### src/rtl/tape_out_fifo_scheduler.sv
// tape_out_fifo_scheduler: queues decoder bytes into FIFO_out and injects a 3-byte marker on SAVE mode change.
// Optional TAPE_OUT_SCHED_DROPCNT_EN adds a saturating dropped-byte counter output o_drop_cnt.
module tape_out_fifo_scheduler #(
    parameter int         QDEPTH_LOG2 = 2,
    parameter logic [7:0] MARK_HI     = 8'hA5,
    parameter logic [7:0] MARK_LO     = 8'h5A
) (
    input  logic       i_clock,
    input  logic       i_reset_n,
    input  logic [7:0] i_dec_data,
    input  logic       i_dec_wr,
    input  logic [1:0] i_save_mode_id,
    input  logic       i_fifo_afull,
    input  logic       i_ovf_clr,
    output logic [7:0] o_fifo_data,
    output logic       o_fifo_wr,
    output logic       o_overflow,
    output logic       o_busy
`ifdef TAPE_OUT_SCHED_DROPCNT_EN
    ,
    output logic [7:0] o_drop_cnt
`endif
);
    localparam int DEPTH = 1 << QDEPTH_LOG2;
    localparam int CW    = QDEPTH_LOG2 + 1;

    typedef enum logic [1:0] {S_RUN, S_MK_HI, S_MK_LO, S_MK_ID} state_t;

    state_t                 state_q;
    logic [7:0]             mem [DEPTH];
    logic [QDEPTH_LOG2-1:0] rd_ptr_q;
    logic [QDEPTH_LOG2-1:0] wr_ptr_q;
    logic [CW-1:0]          count_q;
    logic [CW-1:0]          pre_cnt_q;
    logic [1:0]             mode_q;
    logic [1:0]             new_mode_q;
    logic                   pending_q;

    logic change, full, empty, go_mark, pop, push, drop;

    assign change  = i_save_mode_id != mode_q;
    assign full    = count_q == CW'(DEPTH);
    assign empty   = count_q == '0;
    assign go_mark = pending_q && pre_cnt_q == '0;
    assign pop     = state_q == S_RUN && !go_mark && !empty && !i_fifo_afull;
    assign push    = i_dec_wr && (!full || pop);
    assign drop    = i_dec_wr && full && !pop;

    always_ff @(posedge i_clock) begin
        if (push) mem[wr_ptr_q] <= i_dec_data;
    end

    always_ff @(posedge i_clock or negedge i_reset_n) begin
        if (!i_reset_n) begin
            state_q     <= S_RUN;
            rd_ptr_q    <= '0;
            wr_ptr_q    <= '0;
            count_q     <= '0;
            pre_cnt_q   <= '0;
            mode_q      <= 2'b00;
            new_mode_q  <= 2'b00;
            pending_q   <= 1'b0;
            o_fifo_data <= 8'h00;
            o_fifo_wr   <= 1'b0;
            o_overflow  <= 1'b0;
            o_busy      <= 1'b0;
`ifdef TAPE_OUT_SCHED_DROPCNT_EN
            o_drop_cnt  <= 8'h00;
`endif
        end else begin
            mode_q     <= i_save_mode_id;
            o_fifo_wr  <= 1'b0;
            o_busy     <= !empty || pending_q || state_q != S_RUN;
            o_overflow <= drop | (o_overflow & ~i_ovf_clr);
            count_q    <= count_q + CW'(push) - CW'(pop);
            if (push) wr_ptr_q <= wr_ptr_q + QDEPTH_LOG2'(1);
            if (pop) rd_ptr_q <= rd_ptr_q + QDEPTH_LOG2'(1);
            if (pending_q && pop) pre_cnt_q <= pre_cnt_q - CW'(1);
            case (state_q)
                S_RUN: begin
                    if (go_mark) begin
                        state_q <= S_MK_HI;
                    end else if (pop) begin
                        o_fifo_data <= mem[rd_ptr_q];
                        o_fifo_wr   <= 1'b1;
                    end
                end
                S_MK_HI: if (!i_fifo_afull) begin
                    o_fifo_data <= MARK_HI;
                    o_fifo_wr   <= 1'b1;
                    state_q     <= S_MK_LO;
                end
                S_MK_LO: if (!i_fifo_afull) begin
                    o_fifo_data <= MARK_LO;
                    o_fifo_wr   <= 1'b1;
                    state_q     <= S_MK_ID;
                end
                S_MK_ID: if (!i_fifo_afull) begin
                    o_fifo_data <= {6'b0, new_mode_q};
                    o_fifo_wr   <= 1'b1;
                    pending_q   <= 1'b0;
                    state_q     <= S_RUN;
                end
            endcase
            // A same-cycle pop is an old-mode byte already leaving, so it is not counted.
            if (change) begin
                pending_q  <= 1'b1;
                new_mode_q <= i_save_mode_id;
                if (!pending_q) pre_cnt_q <= count_q - CW'(pop);
                else if (state_q != S_RUN) state_q <= S_MK_HI;
            end
`ifdef TAPE_OUT_SCHED_DROPCNT_EN
            if (i_ovf_clr) o_drop_cnt <= {7'b0, drop};
            else if (drop && o_drop_cnt != 8'hFF) o_drop_cnt <= o_drop_cnt + 8'd1;
`endif
        end
    end
endmodule

### config.mk
export PLATFORM = sky130hd
export DESIGN_NAME = tape_out_fifo_scheduler
export DESIGN_NICKNAME = d
export VERILOG_FILES = /design/src/rtl/tape_out_fifo_scheduler.sv
export SDC_FILE = /design/constraint.sdc
export NUM_CORES = 1
export LEC_CHECK = 0
export ABC_AREA = 1
export CAP_MARGIN = 20
export CORE_ASPECT_RATIO = 0.75
export CORE_MARGIN = 1
export CORE_UTILIZATION = 34
export CTS_CLUSTER_SIZE = 30
export DETAILED_ROUTE_END_ITERATION = 8
export PLACE_DENSITY = 0.54
export SLEW_MARGIN = 25
export SYNTH_ARGS = -nofsm -noshare
export SYNTH_HDL_FRONTEND = slang
export SYNTH_SLANG_ARGS = --single-unit
### constraint.sdc
create_clock -name i_clock -period 2.2 [get_ports i_clock]
set_input_delay 0.44 -clock i_clock [delete_from_list [all_inputs] [get_ports i_clock]]
set_output_delay 0.44 -clock i_clock [all_outputs]
set_load 0.02 [all_outputs]
---- Yosys cells after proc, flatten, opt, wreduce, memory -nomap -nowiden ----
Memories as Yosys holds them, arrays and structs flattened.
Index checks and enable logic that the tools add are counted.
word-level totals
  register bits ........................... 28
  RAM bits ................................ 32
  input bits .............................. 15
  output and inout bits ................... 11
  logic and storage cells ................. 83
  memories ................................ 1
cells by class
  $add $sub $neg .......................... 6
  eq/ne operators ......................... 11
  multiplexer cells ....................... 26
  bitwise operators ....................... 3
  reduce and logical (&&, ||, !) cells .... 24
memories
  memory  depth  bits a word  rd ports  clocked after memory_dff  write ports  line  RTL
  mem     4      8            1         0                         1            30    logic [7:0] mem [DEPTH];
operators by type and width
  cell                                                   number
  2-to-1 mux 8 bit                                       5
  case mux 8 bit (4 select lines)                        1
  2-to-1 mux 2 bit                                       7
  inequality test 2 bit, second input constant           5
  2-to-1 mux 3 bit                                       3
  logical AND 1 bit                                      8
  2-to-1 mux 1 bit                                       8
  case mux 2 bit (4 select lines)                        1
  logical NOT 3 bit                                      2
  subtractor 3 x 1 -> 3 bit                              2
  logical NOT 1 bit                                      5
  AND reduction 5 bit                                    1
  adder 2 x 1 -> 2 bit, second input constant            2
  equality test 2 bit, second input constant             2
  nonzero test 2 bit                                     2
  adder 3 x 1 -> 3 bit                                   1
  equality test 3 bit, second input constant             1
  logical OR 1 bit                                       3
  OR reduction 3 bit                                     1
  subtractor 3 x 1 -> 3 bit, second input constant       1
  equality test 2 x 1 -> 1 bit, second input constant    1
  logical NOT 2 bit                                      1
  inequality test 2 x 1 -> 1 bit, second input constant  1
  inequality test 2 bit                                  1
  other kinds (5)                                        5

---- Logic depth before layout (Yosys ltp) ----
Gate-level depths: netlist (run 1).
  depth in word-level cells ............... 10
  depth in mapped cells ................... 14
  gate-level depth less buffers ........... 14

---- Worst setup path before layout (run 1) ----
OpenSTA, ideal clock, no wires.
  path type ............................... register to register
  from .................................... reg pre_cnt_q[0]
  to ...................................... reg count_q[2]
  setup time .............................. 79 ps
  arrival ................................. 2256 ps
  data required time ...................... 2121 ps
  setup slack ............................. -135 ps
  stages on the path, launching flop included .. 15
  path buffers ............................ 0
  clock period less this slack ............ 2335 ps
  cells stage by stage .................... dfrtp_1 > inv_1 > ha_1 > nand2_1 > nor2_1 > nor2_2 > nand2_4 > nand2_2 > nand2_4 > ha_1 > inv_1 > ha_1 > fa_1 > xnor2_1 > xor2_1
on the way
  cells in the longest elaborated chain, start to end .. 10
RTL lines
  element                             line  RTL
  from (decl)                         34    logic [CW-1:0] pre_cnt_q;
  from (signal assigned)              78    if (pending_q && pop) pre_cnt_q <= pre_cnt_q - CW'(1);
  from (signal assigned)              109   if (!pending_q) pre_cnt_q <= count_q - CW'(pop);
  logical NOT 3 bit (*)               44    assign go_mark = pending_q && pre_cnt_q == '0;
  logical AND 1 bit (*)               44
  logical NOT 1 bit (*)               45    assign pop = state_q == S_RUN && !go_mark && !empty && !i_fifo_afull;
  logical AND 1 bit (*) (3 in a row)  45
  logical OR 1 bit                    46    assign push = i_dec_wr && (!full || pop);
  logical AND 1 bit                   46
  adder 3 x 1 -> 3 bit                75    count_q <= count_q + CW'(push) - CW'(pop);
  subtractor 3 x 1 -> 3 bit (*)       75
  to (signal assigned)                75
  to (decl)                           33    logic [CW-1:0] count_q;
Every way passes the cells marked *; elsewhere a longest branch is shown, timed or not.
A chain may end at the register's enable or synchronous reset.

---- Worst setup path after layout (run 1) ----
  from .................................... in i_fifo_afull
  to ...................................... reg count_q[2]
on the way
  cells in the longest elaborated chain, start to end .. 6
RTL lines
  element                        line  RTL
  from (decl)                    13    input logic i_fifo_afull,
  logical NOT 1 bit (*)          -
  logical AND 1 bit (*)          45
  logical OR 1 bit               46
  logical AND 1 bit              46
  adder 3 x 1 -> 3 bit           75
  subtractor 3 x 1 -> 3 bit (*)  75
Marks and branches as above.

==> results of run 1 <==
-- path summary, 6_finish.rpt --
kind / startpoint / slack, ns / end / depth (start not counted)
min in group i_clock: o_fifo_data[4] / 0.47 / o_fifo_data[4] / 2
max in group asynchronous: i_reset_n / 1.45 / wr_ptr_q[1] / 2
max: i_fifo_afull / -0.002 / count_q[2] / 13
min reg2reg: o_fifo_data[4] / 0.47 / o_fifo_data[4] / 2
max reg2reg: pre_cnt_q[0] / 0.01 / count_q[2] / 14
min: i_reset_n / 0.47 / new_mode_q[1] / 2
-- through the flow --
| step | power [µW] | setup TNS [ns] | hold WS (ns) | cell area (µm²) | utilization [%] |
|---|---|---|---|---|---|
| 3_3_place_gp | 3120 | -0.831 | 0.455 | 3220 | 43.2 |
| 6_report | 4370 | -0.00174 | 0.471 | 3540 | 47.4 |
| 2_1_floorplan | 2560 | -0.0283 | 0.144 | 2710 | - |
| 5_1_grt | 4700 | -0.0867 | 0.501 | 3540 | 47.4 |
| 4_1_cts | 4420 | -0.00820 | 0.475 | 3530 | 47.3 |
| 3_5_place_dp | 3140 | -0.989 | 0.458 | 3220 | 43.2 |
-- power groups by stage --
| stage | clock network [µW] | logic (µW) | registers [µW] |
|---|---|---|---|
| 2_1_floorplan | 0 | 853 | 1710 |
| 3_3_place_gp | 0 | 1460 | 1660 |
| 3_5_place_dp | 0 | 1470 | 1660 |
| 4_1_cts | 1230 | 1550 | 1650 |
| 5_1_grt | 1270 | 1750 | 1680 |
| 6_report | 1190 | 1530 | 1650 |
-- repair_timing --
item	in CTS	in global routing
pin swaps	5	1
gates resized for setup	10	3
endpoints found under the setup margin	1	1
setup buffers	3	0
-- flip-flops by register name, summed over array words and instances (netlist names) --
signal	flops
count_q	3
o_overflow	1
pre_cnt_q	3
mode_q	2
wr_ptr_q	2
o_busy	1
rd_ptr_q	2
o_fifo_wr	1
state_q	2
new_mode_q	2
mem	32
pending_q	1
o_fifo_data	8
-- cell type report --
| cell class | count | area (µm²) |
|---|---|---|
| Tap cell | 101 | 126 |
| Clock buffer | 10 | 128 |
| Inverter | 27 | 106 |
| Timing Repair Buffer | 50 | 442 |
| Sequential cell | 60 | 1660 |
| Fill cell | 703 | 3930 |
| Multi-Input combinational cell | 174 | 960 |
| Clock inverter | 6 | 113 |
-- metal layers --
| layer | wire, µm | share of wire (%) |
|---|---|---|
| met4 | 78 | 1.5 |
| met1 | 2550 | 48 |
| met3 | 317 | 6.0 |
| met2 | 2370 | 45 |
| met5 | 0 | 0 |
-- worst register-to-register path: stages (launching register included) --
cell and delay, ns:
dfrtp_1 0.37, inv_2 0.08, ha_4 0.14, nand2_4 0.05, nor2_4 0.11, nor2_4 0.06
nand2_4 0.08, buf_6 0.10, inv_4 0.03, ha_4 0.24, inv_2 0.03, ha_4 0.14
fa_2 0.35, xnor2_2 0.15, xor2_1 0.14
-- placed cells by master (no fill, tap or decap), types with 2 or more instances in the layout --
| cell | Yosys | layout |
|---|---|---|
| buf_4 | 0 | 24 |
| bufinv_16 | 0 | 3 |
| clkbuf_8 | 0 | 9 |
| clkdlybuf4s50_1 | 0 | 25 |
| clkinv_4 | 0 | 2 |
| dfrtp_1 | 28 | 28 |
| edfxtp_1 | 32 | 32 |
| ha_1 | 10 | 7 |
| ha_4 | 0 | 3 |
| inv_1 | 24 | 19 |
| inv_2 | 2 | 6 |
| inv_4 | 1 | 2 |
| nand2_1 | 86 | 84 |
| nand2_4 | 2 | 4 |
| nand3_1 | 29 | 29 |
| nand4_1 | 3 | 3 |
| nor2_1 | 22 | 20 |
| nor2_4 | 0 | 2 |
| o21ai_0 | 8 | 8 |
| xnor2_1 | 4 | 3 |
| xor2_1 | 2 | 2 |
-- cells by family (layout without fill, tap and decap cells) --
kind of cell    count (synthesis)  count (layout)  synth area share (%)
flops                          60              60                  62.2
fa+ha+maj                      11              11                  5.43
simple gates                  145             145                  22.8
xor+xnor                        6               6                  1.97
buf+inv                        32              93                  4.82
compound gates                 12              12                  2.81
==> impl_metrics.env, run 1 <==
export IMPL_status="finished with violations"
export IMPL_failed_checks="negative setup slack"
export IMPL_cp_cell_sequence="clkdlybuf4s50_1, inv_2, nand2_2, nor2_4, nand2_4, nand2_4, nand2_4, ha_4, inv_2, ha_4, fa_2, xnor2_2, xor2_1"
export IMPL_grt_max_degree=29
export IMPL_slew_headroom_pct=70.1
export IMPL_vias=1887
export IMPL_grt_pass1_wl_um=9310
export IMPL_cts_root_buf="clkbuf_8"
export IMPL_finalClockSkew_ns=0.00698
export IMPL_yosysMostFrequentCell="nand2_1"
export IMPL_synth_nets=292
export IMPL_met1_usage_pct=19.9
export IMPL_p_int_uw=2900
export IMPL_cp_common_cell="nand2_4"
export IMPL_drtIter0Drc=88
export IMPL_crit_buf_inv=3
export IMPL_yosys_warnings=0
export IMPL_fp_dieArea_um2=8220
export IMPL_synth_avg_cell_area_um2=10.0
export IMPL_grt_antenna_before_repair=0
export IMPL_async_flop_share_pct=46.7
export IMPL_worstMarginPinSlew_ns=0.445
export IMPL_synth_seq_area_share_pct=62.2
export IMPL_clk_pin_slew_ns=0.07
export IMPL_finalNetCount=348
export IMPL_top_usage_layer="met2"
export IMPL_worst_ep_required_time_ns=2.42
export IMPL_drt_total_wl_um=5320
export IMPL_leakage_uw=0.00156
export IMPL_netlist_top_cell_by_area="edfxtp_1"
export IMPL_crit_fanout=3
export IMPL_cts_buffers=9
export IMPL_ys_top_cells_by_count="nand2_1, edfxtp_1, nand3_1"
export IMPL_path_class="in -> reg"
export IMPL_gr_total_overflow=0
export IMPL_pwr_share_seq_pct=37.7
export IMPL_die_h_um=78.8
export IMPL_setup_viol=1
export IMPL_clock_sinks=60
export IMPL_drive_above_1_share_pct=19.3
export IMPL_final_cells=428
export IMPL_gp_congestion=0.756
export IMPL_combPwrFrac_pct=35.0
export IMPL_yosys_cell_types_count=23
export IMPL_hold_viol=0
export IMPL_hold_class="in -> async"
export IMPL_cts_path_max_buffers=2
export IMPL_clk_insertion_delay_late_ns=0.34
export IMPL_drc=0
export IMPL_cp_end_kind="register"
export IMPL_rsz0062_at_grt="yes"
export IMPL_synth_top_area_share_pct=36.0
export IMPL_firstDrtPassIters=4
export IMPL_wire_per_inst_um=12.4
export IMPL_boundaryPins=26
export IMPL_grt_met3_usage_pct=4.52
export IMPL_syn_area_um2=2670
export IMPL_max_stage_delay_ns=0.44
export IMPL_start_kind="input port"
export IMPL_maxSlewViolCount=0
export IMPL_num_rows=27
export IMPL_grt_usage_pct=15.3
export IMPL_cp_top_family="adder cells"
export IMPL_cts_tree="built"
export IMPL_start_util_pct=35.8
export IMPL_ys_seq_elements=60
export IMPL_max_freq_mhz=454
export IMPL_syn_to_final_growth_pct=32.3
export IMPL_postRouteAntennaNets=0
export IMPL_synth_flop_cell="edfxtp_1"
export IMPL_setup_ws_ns=-0.00174
export IMPL_synthTopCellsByArea="edfxtp_1, dfrtp_1, nand2_1"
export IMPL_power_density_nw_per_um2=1230
export IMPL_drv_cap=0
export IMPL_dp_cells=409
export IMPL_die_x_um=104
export IMPL_grt_pass1_vias=1908
export IMPL_worstPathArrival_ns=2.42
export IMPL_cpMaxStageDelayCell="clkdlybuf4s50_1"
export IMPL_htreeDepth=3
export IMPL_antennaDiodeCount=0
export IMPL_period_share_pct=100
export IMPL_clkPwrFrac_pct=27.3
export IMPL_port_buffers=25
export IMPL_grtUsageMet2_pct=23.6
export IMPL_hpwl_um=3730
export IMPL_vdd_drop_max_mv=0.477
export IMPL_swShare_pct=33.7
export IMPL_p_sw_uw=1470
export IMPL_via_per_inst=4.41
export IMPL_synth_cells=266
export IMPL_core_area_um2=7470
export IMPL_period_needed_ns=2.20
export IMPL_hold_buffers=0
export IMPL_dp_slack_ns=-0.476
export IMPL_synth_edff_count=32
Note: power is estimated with default switching activity, not from simulation.
==> inputs of run 2 (changes only) <==
--- a/config.mk
+++ b/config.mk
@@ -12,6 +12,7 @@
 export CORE_UTILIZATION = 34
 export CTS_CLUSTER_SIZE = 30
 export DETAILED_ROUTE_END_ITERATION = 8
+export MAX_ROUTING_LAYER = met4
 export PLACE_DENSITY = 0.54
 export SLEW_MARGIN = 25
 export SYNTH_ARGS = -nofsm -noshare
==> run 2 against run 1 <==
Compared with the run above:
- the run still ends with negative setup slack left
- cell count stayed put
- clock power is essentially flat
- utilization is the same
- clock-buffer cell count unchanged
- clock skew increased by 0.0022 ns
- via count is 0.42% lower
- sequential power about the same
- critical path depth did not move
- flip-flop and latch count unchanged
- total power about the same
- final area stayed put
- critical endpoint unchanged
==> impl_metrics.env, run 2 (synthesis results as in run 1) <==
export IMPL_status="finished with violations"
export IMPL_failed_checks="negative setup slack"
export IMPL_dp_cells=409
export IMPL_grt_antenna_before_repair=0
export IMPL_period_share_pct=100
export IMPL_clock_sinks=60
export IMPL_rrSetupSlack_ns=0.01
export IMPL_clk_pin_slew_ns=0.07
export IMPL_finalNetCount=348
export IMPL_port_buffers=25
export IMPL_crit_fanout=3
export IMPL_layout_commonest_cell="nand2_1"
export IMPL_cp_top_family="adder cells"
export IMPL_slew_headroom_pct=70.1
export IMPL_gr_total_overflow=0
export IMPL_fp_dieArea_um2=8220
export IMPL_cp_end_kind="register"
export IMPL_max_stage_delay_ns=0.44
export IMPL_firstDrtPassIters=4
export IMPL_multi_input_area_um2=960
export IMPL_final_cells=428
export IMPL_grt_pass1_vias=1903
export IMPL_htreeDepth=3
export IMPL_hpwl_um=3730
export IMPL_antennaDiodeCount=0
export IMPL_regArea_um2=1660
export IMPL_rsz0062_at_grt="yes"
export IMPL_cts_path_max_buffers=2
export IMPL_drc=0
export IMPL_clk_insertion_delay_late_ns=0.34
export IMPL_crit_buf_inv=3
export IMPL_cpMaxStageDelayCell="clkdlybuf4s50_1"
export IMPL_period_needed_ns=2.20
export IMPL_gp_congestion=0.766
export IMPL_hold_class="in -> async"
export IMPL_cp_common_cell="nand2_4"
export IMPL_vias=1879
export IMPL_vdd_drop_max_mv=0.477
export IMPL_cp_cell_sequence="clkdlybuf4s50_1, inv_2, nand2_2, nor2_4, nand2_4, nand2_4, nand2_4, ha_4, inv_2, ha_4, fa_2, xnor2_2, xor2_1"
export IMPL_num_rows=27
export IMPL_start_util_pct=35.8
export IMPL_ff2ff_path_depth=14
export IMPL_top_register="mem"
export IMPL_worstMarginPinSlew_ns=0.445
export IMPL_hold_viol=0
export IMPL_syn_to_final_growth_pct=32.3
export IMPL_setup_ws_ns=-0.00123
export IMPL_worst_ep_required_time_ns=2.42
export IMPL_fin_total_pwr_uw=4370
export IMPL_num_fill_cells=703
export IMPL_r2r_end="count_q[2]"
export IMPL_die_x_um=104
export IMPL_leakage_uw=0.00156
export IMPL_core_area_um2=7470
export IMPL_maxSlewViolCount=0
export IMPL_hold_buffers=0
export IMPL_die_h_um=78.8
export IMPL_cts_buffers=9
export IMPL_drive_above_1_share_pct=19.3
export IMPL_tns_ns=-0.00123
export IMPL_worstPathArrival_ns=2.42
export IMPL_top_regs="mem x32, o_fifo_data x8"
export IMPL_largest_reg_flops=32
export IMPL_wire_per_inst_um=12.5
export IMPL_drtIter0Drc=89
export IMPL_grt_pass1_wl_um=9320
export IMPL_start_kind="input port"
export IMPL_final_cell_mix="nand2_1, edfxtp_1, nand3_1, dfrtp_1, clkdlybuf4s50_1"
export IMPL_drv_cap=0
export IMPL_reg2reg_from="pre_cnt_q[0]"
export IMPL_grt_usage_pct=15.7
export IMPL_via_per_inst=4.39
export IMPL_path_class="in -> reg"
export IMPL_fin_util_pct=47.4
export IMPL_cts_tree="built"
export IMPL_boundaryPins=26
export IMPL_drt_total_wl_um=5330
export IMPL_postRouteAntennaNets=0
export IMPL_grt_max_degree=29
export IMPL_max_freq_mhz=454
export IMPL_finalClockSkew_ns=0.00919
export IMPL_cts_root_buf="clkbuf_8"
export IMPL_power_density_nw_per_um2=1240
export IMPL_setup_viol=1
run 2: cell counts in the layout (fill, tap and decap cells not counted):
No cell type changed its count.
run 2: area by class of cell:
type / count / share of cell area, %
clock buffer: 10 / 3.61
clock inverter: 6 / 3.18
inverter: 27 / 3.01
multi-input combinational: 174 / 27.1
sequential: 60 / 47.0
tap: 101 / 3.57
timing repair buffer: 50 / 12.5
run 2: how the worst max path moves through the flow:
stage / from / to / depth (start not counted)
final: i_fifo_afull / count_q[2] / 13
after global routing: pre_cnt_q[1] / count_q[2] / 14
after CTS: pre_cnt_q[1] / count_q[2] / 14
after detailed placement: i_fifo_afull / count_q[2] / 13
after global placement: i_fifo_afull / count_q[2] / 13
after floorplan: state_q[0] / count_q[2] / 12
run 2: worst reg2reg max path: stages, from the launching register on:
cell and delay (ns):
dfrtp_1 0.37, inv_2 0.08, ha_4 0.14, nand2_4 0.05
nor2_4 0.11, nor2_4 0.06, nand2_4 0.09, buf_6 0.10
inv_4 0.03, ha_4 0.24, inv_2 0.03, ha_4 0.14
fa_2 0.35, xnor2_2 0.15, xor2_1 0.14
run 2: layer usage:
layer	track usage, %	routed length, µm	part of all wire, %	up-vias
met5	-	0	0	-
met4	6.86	74	1.4	0
met3	4.52	308	5.8	6
met2	23.6	2370	44	43
met1	19.9	2580	48	849
li1	-	-	-	981
run 2: metrics by stage:
step | setup slack (ns) | hold WS, ns | instance area, µm²
2_1_floorplan | -0.0283 | 0.144 | 2710
3_3_place_gp | -0.434 | 0.455 | 3220
3_5_place_dp | -0.476 | 0.458 | 3220
4_1_cts | -0.00820 | 0.475 | 3530
5_1_grt | -0.0867 | 0.499 | 3540
6_report | -0.00123 | 0.471 | 3540
run 2: timing repair:
| item | CTS | global route |
|---|---|---|
| cloned | 0 | 0 |
| buffers inserted | 3 | 0 |
| endpoints found under the setup margin | 1 | 1 |
| pin swaps | 5 | 1 |
| resized for setup | 10 | 3 |
run 2: power breakdown:
group	leakage, µW	internal [µW]	switching (µW)
sequential	0.000623	1490	160
clock	0.000120	755	445
combinational	0.000821	656	870
total	0.00156	2900	1470
==> inputs of run 3 (changes only) <==
--- a/config.mk
+++ b/config.mk
@@ -7,13 +7,15 @@
 export LEC_CHECK = 0
 export ABC_AREA = 1
 export CAP_MARGIN = 20
+export CELL_PAD_IN_SITES_DETAIL_PLACEMENT = 0
+export CELL_PAD_IN_SITES_GLOBAL_PLACEMENT = 1
 export CORE_ASPECT_RATIO = 0.75
 export CORE_MARGIN = 1
 export CORE_UTILIZATION = 34
 export CTS_CLUSTER_SIZE = 30
 export DETAILED_ROUTE_END_ITERATION = 8
 export MAX_ROUTING_LAYER = met4
-export PLACE_DENSITY = 0.54
+export PLACE_DENSITY = 0.66
 export SLEW_MARGIN = 25
 export SYNTH_ARGS = -nofsm -noshare
 export SYNTH_HDL_FRONTEND = slang
==> run 3 against run 2 <==
Compared with the run above:
- the flow still finishes with violations (negative setup slack)
- fmax down 0.92%
- worst setup slack got worse by 0.020 ns
- sequential power about the same
- register-to-register slack lost 0.03 ns
- combinational power up 3%
- flip-flop and latch count did not move
- die area unchanged
- clock skew about the same
- clock-buffer cell count shrank 1
- total power is 0.62% higher
- sequential share of layout area decreased by 0.12 points
==> impl_metrics.env, run 3 (synthesis results as in run 1) <==
export IMPL_cts_root_buf="clkbuf_8"
export IMPL_wire_per_inst_um=12.4
export IMPL_cp_common_cell="ha_4"
export IMPL_htreeDepth=3
export IMPL_max_freq_mhz=450
export IMPL_slew_headroom_pct=73.6
export IMPL_fp_dieArea_um2=8220
export IMPL_reg2reg_from="pre_cnt_q[0]"
export IMPL_cts_tree="built"
export IMPL_grt_pass1_wl_um=8940
export IMPL_failed_checks="negative setup slack"
export IMPL_vdd_drop_max_mv=0.380
export IMPL_hold_class="reg -> reg"
export IMPL_timing_hold_ws_ns=0.473
export IMPL_syn_to_final_growth_pct=32.6
export IMPL_core_area_um2=7470
export IMPL_cts_path_max_buffers=2
export IMPL_cts_buffers=9
export IMPL_postRouteAntennaNets=0
export IMPL_final_cell_mix="nand2_1, edfxtp_1, nand3_1, dfrtp_1, buf_4"
export IMPL_top_regs="mem x32, o_fifo_data x8"
export IMPL_finalClockSkew_ns=0.00908
export IMPL_cp_end_kind="register"
export IMPL_status="finished with violations"
export IMPL_grt_antenna_before_repair=0
export IMPL_cp_cell_sequence="inv_2, ha_4, nand2_4, nor2_4, nor2_4, nand2_4, buf_6, inv_4, ha_4, inv_2, ha_4, fa_2, xnor2_2, xor2_1"
export IMPL_die_h_um=78.8
export IMPL_antennaDiodeCount=0
export IMPL_drt_total_wl_um=5310
export IMPL_port_buffers=25
export IMPL_crit_buf_inv=4
export IMPL_grt_usage_pct=15.1
export IMPL_gr_total_overflow=0
export IMPL_top_register="mem"
export IMPL_r2r_end="count_q[2]"
export IMPL_largest_reg_flops=32
export IMPL_setup_viol=1
export IMPL_drv_cap=0
export IMPL_rrSetupSlack_ns=-0.02
export IMPL_grt_pass1_vias=1820
export IMPL_period_share_pct=101
export IMPL_via_per_inst=4.38
export IMPL_clk_insertion_delay_late_ns=0.34
export IMPL_grt_max_degree=29
export IMPL_setup_ws_ns=-0.0216
export IMPL_drc=0
export IMPL_clk_pin_slew_ns=0.07
export IMPL_period_needed_ns=2.22
export IMPL_fin_util_pct=47.5
export IMPL_hold_end="o_fifo_data[4]"
export IMPL_die_x_um=104
export IMPL_clock_sinks=60
export IMPL_hold_buffers=0
export IMPL_num_rows=27
export IMPL_drive_above_1_share_pct=19.2
export IMPL_gp_congestion=0.753
export IMPL_cp_top_family="adder cells"
export IMPL_leakage_uw=0.00157
export IMPL_cpMaxStageDelayCell="dfrtp_1"
export IMPL_ff2ff_path_depth=14
export IMPL_start_kind="register"
export IMPL_whs_path_depth=2
export IMPL_drtIter0Drc=70
export IMPL_max_stage_delay_ns=0.38
export IMPL_min_from="o_fifo_data[4]"
export IMPL_tns_ns=-0.0216
export IMPL_hpwl_um=3790
export IMPL_layout_commonest_cell="nand2_1"
export IMPL_finalNetCount=349
export IMPL_firstDrtPassIters=4
export IMPL_vias=1878
export IMPL_maxSlewViolCount=0
export IMPL_power_density_nw_per_um2=1240
export IMPL_path_class="reg -> reg"
export IMPL_start_util_pct=35.8
export IMPL_worstMarginPinSlew_ns=0.393
export IMPL_hold_viol=0
export IMPL_worst_ep_required_time_ns=2.42
export IMPL_boundaryPins=26
export IMPL_crit_fanout=4
export IMPL_worstPathArrival_ns=2.44
export IMPL_rsz0062_at_grt="yes"
[run 3: cell count changes in the layout (fill, tap and decap cells not counted)]
| cell | before | now |
|---|---|---|
| clkdlybuf4s50_1 | 25 | 24 |
| nand2_2 | 1 | 0 |
| nand2_1 | 84 | 85 |
| inv_6 | 0 | 1 |
| nor2_1 | 20 | 21 |
| clkinvlp_4 | 0 | 1 |
| clkbuf_1 | 1 | 0 |
| buf_4 | 24 | 25 |
| clkinv_2 | 1 | 0 |
| dlygate4sd2_1 | 0 | 1 |
| nor2_2 | 1 | 0 |
[run 3: cell type report]
| type | count | area [µm²] |
|---|---|---|
| clock buffer | 9 | 124 |
| clock inverter | 7 | 124 |
| fill | 700 | 3920 |
| inverter | 27 | 106 |
| multi-input combinational | 174 | 955 |
| sequential | 60 | 1660 |
| tap | 101 | 126 |
| timing repair buffer | 51 | 448 |
[run 3: what timing repair did]
item,in CTS,in global routing
setup endpoints to repair,1,1
pin swaps,8,0
cloned,0,0
buffers inserted,1,0
gates resized for setup,12,0
[run 3: worst max-delay path by stage]
stage	start	end	cells past startpoint	slack, ns
4_1_cts	pre_cnt_q[1]	count_q[2]	14	-0.04
5_1_grt	pre_cnt_q[1]	count_q[2]	14	-0.11
3_3_place_gp	i_fifo_afull	count_q[2]	13	-0.45
6_report	pre_cnt_q[0]	count_q[2]	14	-0.02
3_5_place_dp	i_fifo_afull	count_q[2]	13	-0.51
2_1_floorplan	state_q[0]	count_q[2]	12	-0.03
[run 3: worst reg2reg max path, stage by stage, from the launching register on]
cell	delay (ns)
dfrtp_1	0.38
inv_2	0.08
ha_4	0.13
nand2_4	0.04
nor2_4	0.11
nor2_4	0.06
nand2_4	0.08
buf_6	0.10
inv_4	0.03
ha_4	0.25
inv_2	0.04
ha_4	0.15
fa_2	0.35
xnor2_2	0.15
xor2_1	0.16
[run 3: per-layer routing]
metal  GRT usage [%]  wire length [µm]  vias to the layer above
li1                -                 -                      983
met1            19.3              2720                      848
met2            22.1              2290                       41
met3            4.52               231                        6
met4            7.29                74                        0
met5               -                 0                        -
[run 3: per-stage QoR]
| step | worst slack (ns) | instances | power, µW | cell area (µm²) |
|---|---|---|---|---|
| 5_1_grt | -0.114 | 429 | 4720 | 3540 |
| 3_3_place_gp | -0.451 | 412 | 3150 | 3250 |
| 6_report | -0.0216 | 429 | 4400 | 3540 |
| 3_5_place_dp | -0.510 | 412 | 3180 | 3250 |
| 4_1_cts | -0.0419 | 429 | 4460 | 3540 |
| 2_1_floorplan | -0.0283 | 266 | 2560 | 2710 |
[run 3: where the power goes]
group | switching (µW) | internal [µW] | total (µW)
logic | 897 | 674 | 1570
registers | 131 | 1490 | 1620
clock network | 449 | 759 | 1210
total | 1480 | 2920 | 4400
